===== src/rtl/alu_pkg.sv =====
// alu_pkg: shared definitions for the sequential ALU.
//   alu_op_e    - 3-bit operation codes
//   alu_state_e - sequencer states
//   FLAG_*      - bit positions of N, Z, C, V inside the 4-bit flags word
//   pack_nzcv   - assembles a flags word from individual flag bits
package alu_pkg;

  typedef enum logic [2:0] {
    OP_XNOR = 3'd0,
    OP_XOR  = 3'd1,
    OP_OR   = 3'd2,
    OP_AND  = 3'd3,
    OP_ADD  = 3'd4,
    OP_SUB  = 3'd5,
    OP_SHL  = 3'd6,
    OP_SHR  = 3'd7
  } alu_op_e;

  typedef enum logic [1:0] {
    ST_IDLE,
    ST_SHIFT,
    ST_DONE
  } alu_state_e;

  localparam int unsigned FLAG_N = 3;
  localparam int unsigned FLAG_Z = 2;
  localparam int unsigned FLAG_C = 1;
  localparam int unsigned FLAG_V = 0;

  function automatic logic [3:0] pack_nzcv(input logic n, input logic z,
                                           input logic c, input logic v);
    logic [3:0] f;
    f         = '0;
    f[FLAG_N] = n;
    f[FLAG_Z] = z;
    f[FLAG_C] = c;
    f[FLAG_V] = v;
    return f;
  endfunction

endpackage


===== src/rtl/alu_comb.sv =====
// alu_comb: combinational full-width logic/add/sub unit.
//   a, b   - operands (WIDTH bits)
//   op     - operation code, only 0..5 are meaningful; others yield 0
//   result - operation result
//   flags  - {N,Z,C,V} for the result
module alu_comb
  import alu_pkg::*;
#(
  parameter int unsigned WIDTH = 32
) (
  input  logic [WIDTH-1:0] a,
  input  logic [WIDTH-1:0] b,
  input  logic [2:0]       op,
  output logic [WIDTH-1:0] result,
  output logic [3:0]       flags
);

  localparam int unsigned MSB = WIDTH - 1;

  alu_op_e          op_e;
  logic             is_sub;
  logic [WIDTH-1:0] b_eff;
  logic [WIDTH:0]   sum;
  logic [WIDTH-1:0] res;
  logic             c;
  logic             v;

  assign op_e = alu_op_e'(op);

  always_comb begin
    // SUB shares the adder as a + ~b + 1
    is_sub = (op_e == OP_SUB);
    b_eff  = is_sub ? ~b : b;
    sum    = {1'b0, a} + {1'b0, b_eff} + {{WIDTH{1'b0}}, is_sub};
    res    = '0;
    c      = 1'b0;
    v      = 1'b0;
    case (op_e)
      OP_XNOR: res = ~(a ^ b);
      OP_XOR:  res = a ^ b;
      OP_OR:   res = a | b;
      OP_AND:  res = a & b;
      OP_ADD: begin
        res = sum[MSB:0];
        c   = sum[WIDTH];
        v   = (a[MSB] == b[MSB]) && (res[MSB] != a[MSB]);
      end
      OP_SUB: begin
        res = sum[MSB:0];
        c   = sum[WIDTH];
        v   = (a[MSB] != b[MSB]) && (res[MSB] != a[MSB]);
      end
      default: res = '0;
    endcase
    result = res;
    flags  = pack_nzcv(res[MSB], (res == '0), c, v);
  end

endmodule


===== src/rtl/alu_seq.sv =====
// alu_seq: registered N-bit ALU with iterative one-bit-per-cycle shifts.
//   clk, reset_n         - clock, asynchronous active-low reset
//   in_valid / in_ready  - request handshake (op, a, b sampled on accept)
//   op, a, b             - operation and operands; shift amount is b[SHW-1:0]
//   out_valid / out_ready- result handshake
//   result, flags        - registered result and {N,Z,C,V}
module alu_seq
  import alu_pkg::*;
#(
  parameter int unsigned WIDTH = 32
) (
  input  logic             clk,
  input  logic             reset_n,
  input  logic             in_valid,
  output logic             in_ready,
  input  logic [2:0]       op,
  input  logic [WIDTH-1:0] a,
  input  logic [WIDTH-1:0] b,
  output logic             out_valid,
  input  logic             out_ready,
  output logic [WIDTH-1:0] result,
  output logic [3:0]       flags
);

  localparam int unsigned SHW = $clog2(WIDTH);
  localparam int unsigned MSB = WIDTH - 1;

  alu_state_e       state_q;
  logic [WIDTH-1:0] result_q;
  logic [3:0]       flags_q;
  logic             out_valid_q;
  logic [WIDTH-1:0] sh_q;
  logic [WIDTH-1:0] sh_d;
  logic             car_d;
  logic             shl_q;
  logic [SHW-1:0]   cnt_q;

  alu_op_e          op_e;
  logic [SHW-1:0]   amt;
  logic             accept;
  logic             is_shift;
  logic [WIDTH-1:0] comb_res;
  logic [3:0]       comb_flags;

  alu_comb #(.WIDTH(WIDTH)) u_comb (
    .a      (a),
    .b      (b),
    .op     (op),
    .result (comb_res),
    .flags  (comb_flags)
  );

  assign op_e     = alu_op_e'(op);
  assign amt      = b[SHW-1:0];
  assign is_shift = (op_e == OP_SHL) || (op_e == OP_SHR);

  // Combinational from out_ready so a finished result can be drained and a
  // new request taken on the same edge.
  assign in_ready = (state_q == ST_IDLE) || ((state_q == ST_DONE) && out_ready);
  assign accept   = in_valid && in_ready;

  always_comb begin
    if (shl_q) begin
      sh_d  = {sh_q[MSB-1:0], 1'b0};
      car_d = sh_q[MSB];
    end else begin
      sh_d  = {1'b0, sh_q[MSB:1]};
      car_d = sh_q[0];
    end
  end

  // Partial shift values live only in sh_q; result_q changes on completion,
  // so an aborted shift never reaches the result port.
  always_ff @(posedge clk or negedge reset_n) begin
    if (!reset_n) begin
      state_q     <= ST_IDLE;
      result_q    <= '0;
      flags_q     <= '0;
      out_valid_q <= 1'b0;
      sh_q        <= '0;
      shl_q       <= 1'b0;
      cnt_q       <= '0;
    end else if (accept) begin
      if (is_shift) begin
        if (amt == '0) begin
          result_q    <= a;
          flags_q     <= pack_nzcv(a[MSB], (a == '0), 1'b0, 1'b0);
          state_q     <= ST_DONE;
          out_valid_q <= 1'b1;
        end else begin
          sh_q        <= a;
          shl_q       <= (op_e == OP_SHL);
          cnt_q       <= amt;
          state_q     <= ST_SHIFT;
          out_valid_q <= 1'b0;
        end
      end else begin
        result_q    <= comb_res;
        flags_q     <= comb_flags;
        state_q     <= ST_DONE;
        out_valid_q <= 1'b1;
      end
    end else begin
      case (state_q)
        ST_SHIFT: begin
          sh_q  <= sh_d;
          cnt_q <= cnt_q - SHW'(1);
          if (cnt_q == SHW'(1)) begin
            result_q    <= sh_d;
            flags_q     <= pack_nzcv(sh_d[MSB], (sh_d == '0), car_d, 1'b0);
            state_q     <= ST_DONE;
            out_valid_q <= 1'b1;
          end
        end
        ST_DONE: begin
          if (out_ready) begin
            state_q     <= ST_IDLE;
            out_valid_q <= 1'b0;
          end
        end
        default: ;
      endcase
    end
  end

  assign out_valid = out_valid_q;
  assign result    = result_q;
  assign flags     = flags_q;

endmodule


===== config.mk =====
export PLATFORM = sky130hd
export DESIGN_NAME = alu_seq
export DESIGN_NICKNAME = d
export VERILOG_FILES = /design/src/rtl/alu_pkg.sv /design/src/rtl/alu_comb.sv /design/src/rtl/alu_seq.sv
export SDC_FILE = /design/constraint.sdc
export NUM_CORES = 1
export LEC_CHECK = 0
export CORE_AREA = 3 3 179 181
export CTS_BUF_LIST = sky130_fd_sc_hd__clkbuf_8 sky130_fd_sc_hd__clkbuf_16
export CTS_CLUSTER_DIAMETER = 80
export DETAILED_ROUTE_END_ITERATION = 7
export DIE_AREA = 0 0 182 184
export PLACE_DENSITY = 0.46
export RECOVER_POWER = 100
export SLEW_MARGIN = 10
export SYNTH_ARGS = -nofsm -noshare
export SYNTH_HDL_FRONTEND = slang
export SYNTH_SLANG_ARGS = --single-unit

===== constraint.sdc =====
create_clock -name clk -period 4.4 [get_ports clk]
set_input_delay 0.88 -clock clk [delete_from_list [all_inputs] [get_ports clk]]
set_output_delay 0.88 -clock clk [all_outputs]
set_load 0.005 [all_outputs]

==> run metrics <==
CTS Buffer Depth=2; GRT Total Usage=0.212; commonest non-fill, non-tap cell in the layout=buf_4; ys async rst share=1.00; Pleak=5.81 nW; I/O Buffers=108; Syn Area/Cell=7.56 µm²; largest area contributor in the netlist=dfrtp_1; vias=9846; CTS sink cnt=75; worst path required time=4600 ps; vias in the first global route=9398; DPL Wire Length=29.6 mm; clk slew on worst S/H paths=70 ps; Worst setup SP type=input pin; synthesized area=9110 µm²; pin count of the biggest net entering global routing=76; critical path class=in -> reg; final setup vio count=0; synth top area cells=dfrtp_1, ha_1, mux2i_1, a21oi_1, nor2_1; hold crit path type=reg -> reg; crit share post-route=0.963; outcome=finished with violations; fin crit period=4240 ps; H-tree levels=3; Pins Over Slew Limit=76; R2R cell count=11; Total Wirelength=36.5 mm; Final ANT Viol Nets=0; most frequent cells in the layout=buf_4, nor2_1, a21oi_1; worst r2r src=shl_q$_DFFE_PN0P_; CTS tree=done; DP Area=12300 µm²; crit path DAT=4440 ps; num rows=64; Area growth syn-to-layout=41.2%; Die ar.=33500 µm²; Sw Pwr=1.07 mW; Remaining DRCs=0; reg2reg end=flags[2]$_DFFE_PN0P_; Distinct cells, synth=70; crit path to=flags[1]$_DFFE_PN0P_; Critical Path Source=op[0]; share of cells above drive strength 1=0.221; total CTS buffers=9; DR vias/cell=5.14; 1st-iter DRT viols=666; Synth top area share=0.206; Finished Layout Cells=1914; # IOs=109; Seq pwr share=0.267; Placed Cells=1883; Reg2Reg Setup Slack=680 ps; Clock Skews=10.5 ps; crit-path cells=clkbuf_4, nand3b_1, buf_6, clkbuf_16, xnor2_1, ha_1, a21oi_1, o21ai_0, nor3_4, a21oi_2, a21boi_1, buf_4, o211a_1, nor2b_1, o21a_1, o21ai_0, buf_4, o311ai_0; Pwr per Cell Area=226 nW/µm²; Die Span X=182 µm; Relative slew margins=-0.337; sw frac=0.368; DRT Pass-1 Iters=7; Post-layout nets=1690; syn_nets=1381; Die Ht=184 µm; GPL Wtd Cong=0.892; top_reg_cell synth=dfrtp_1; Synth Warn #=0; n_diodes=0; drt wl/cell=19.1 µm; GRT overflow=0; failing checks=max-capacitance violations, max-slew violations; Internal=1.83 mW; Critical Path Max Stage Delay=410 ps; Seq cells post-synth=75; Final Instance Area=12900 µm²; Max VDD drop=0.000167 V; element type at the critical path end=flip-flop; Fmax=0.236 GHz; Initial Util=0.298; post-layout util=0.420; actual slew at the worst max-slew pin=2010 ps; max-cap violation count=1; antenna violations before repair=0; first-pass GRT wire length=55.7 mm; Worst path slowest cell=o21ai_0; post-synthesis sequential area ratio=0.206; CP max FO=7; Logic pwr share=0.488; Clk pwr share=0.244; core area=30600 µm²; Synth Instances=1204; CTS root buf=clkbuf_16; count of flip-flops with a built-in enable after synthesis=0; Final Hold Fails=0; clock latency on the worst-skew pair=350 ps
worst max-delay path, delay by kind of cell:
kind / cells / cell delay [ps]
adder cells (fa/ha/maj): 1 / 280
XOR/XNOR: 1 / 210
AO/OA/AOI/OAI: 8 / 1680
AND/OR/NAND/NOR: 3 / 470
buffers and inverters: 5 / 880
cell usage after synthesis (14+ instances only):
master	count
xnor2_1	40
clkbuf_1	52
nand4_1	19
a211oi_1	20
nor2b_1	23
nand3_1	14
a21oi_1	133
a31oi_1	14
inv_1	78
nor2_1	139
o21ai_0	92
nor4_1	24
dfrtp_1	75
mux2i_1	69
nand2_1	97
a21o_1	19
ha_1	105
nor3_1	16
registers in the layout (all words and copies together), names as in the netlist:
signal	flops
cnt_q	5
shl_q	1
sh_q	32
out_valid	1
state_q	1
result	32
flags	3
timing repair:
item                                    CTS  global route
setup buffers                             2            12
hold buffers                              0             0
pin swaps                                 2            16
gates cloned                              0             1
resized for setup                         4            36
endpoints found under the setup margin    2            10
area by class of cell:
cell class / count / area (µm²)
Clock buffer: 10 / 239
Clock inverter: 6 / 37.5
Fill cell: 3180 / 17700
Inverter: 79 / 297
Multi-Input combinational cell: 974 / 6800
Sequential cell: 75 / 1880
Tap cell: 396 / 495
Timing Repair Buffer: 374 / 3110
metrics by stage:
| step | total power [mW] | setup slack (ps) | TNS [ps] | hold slack (ps) |
|---|---|---|---|---|
| CTS | 2.87 | -40.5 | -40.5 | 479 |
| detailed placement | 2.15 | -494 | -2390 | 464 |
| global route | 3.08 | -57.4 | -109 | 508 |
| global placement | 2.14 | -481 | -2300 | 461 |
| finish | 2.90 | 161 | 0 | 466 |
| floorplan | 1.43 | 16.3 | 0 | 463 |
power by group through the flow:
stage | Combinational (mW) | Sequential, mW | Clock (mW)
floorplan | 0.652 | 0.777 | 0
global placement | 1.35 | 0.790 | 0
detailed placement | 1.36 | 0.790 | 0
CTS | 1.37 | 0.778 | 0.723
global route | 1.55 | 0.783 | 0.746
finish | 1.42 | 0.776 | 0.709
routing by layer:
layer  global-route usage  up-vias  share of wire
met5                    0        -              0
met4               0.0411        0          0.015
met3               0.0146       33          0.034
met2                0.346      227           0.46
met1                0.309     4646           0.49
li1                     -     4940              -
worst min path at each step:
stage | start | to | slack, ps | cells past startpoint
2_1_floorplan | result[23]$_DFFE_PN0P_ | result[23]$_DFFE_PN0P_ | 460 | 2
3_3_place_gp | result[23]$_DFFE_PN0P_ | result[23]$_DFFE_PN0P_ | 460 | 2
3_5_place_dp | result[23]$_DFFE_PN0P_ | result[23]$_DFFE_PN0P_ | 460 | 2
4_1_cts | result[23]$_DFFE_PN0P_ | result[23]$_DFFE_PN0P_ | 480 | 2
5_1_grt | result[20]$_DFFE_PN0P_ | result[20]$_DFFE_PN0P_ | 510 | 1
6_report | result[23]$_DFFE_PN0P_ | result[23]$_DFFE_PN0P_ | 470 | 2
kinds of logic (layout without fill, tap and decap cells):
| group | count (synthesis) | after routing | share of synthesized area |
|---|---|---|---|
| compound gates | 364 | 364 | 0.248 |
| xor+xnor | 52 | 52 | 0.0500 |
| fa+ha+maj | 106 | 106 | 0.146 |
| buf+inv | 155 | 469 | 0.0677 |
| flops | 75 | 75 | 0.206 |
| mux | 82 | 82 | 0.0919 |
| simple gates | 370 | 370 | 0.189 |
No activity file was read; power rests on OpenSTA's default activity.
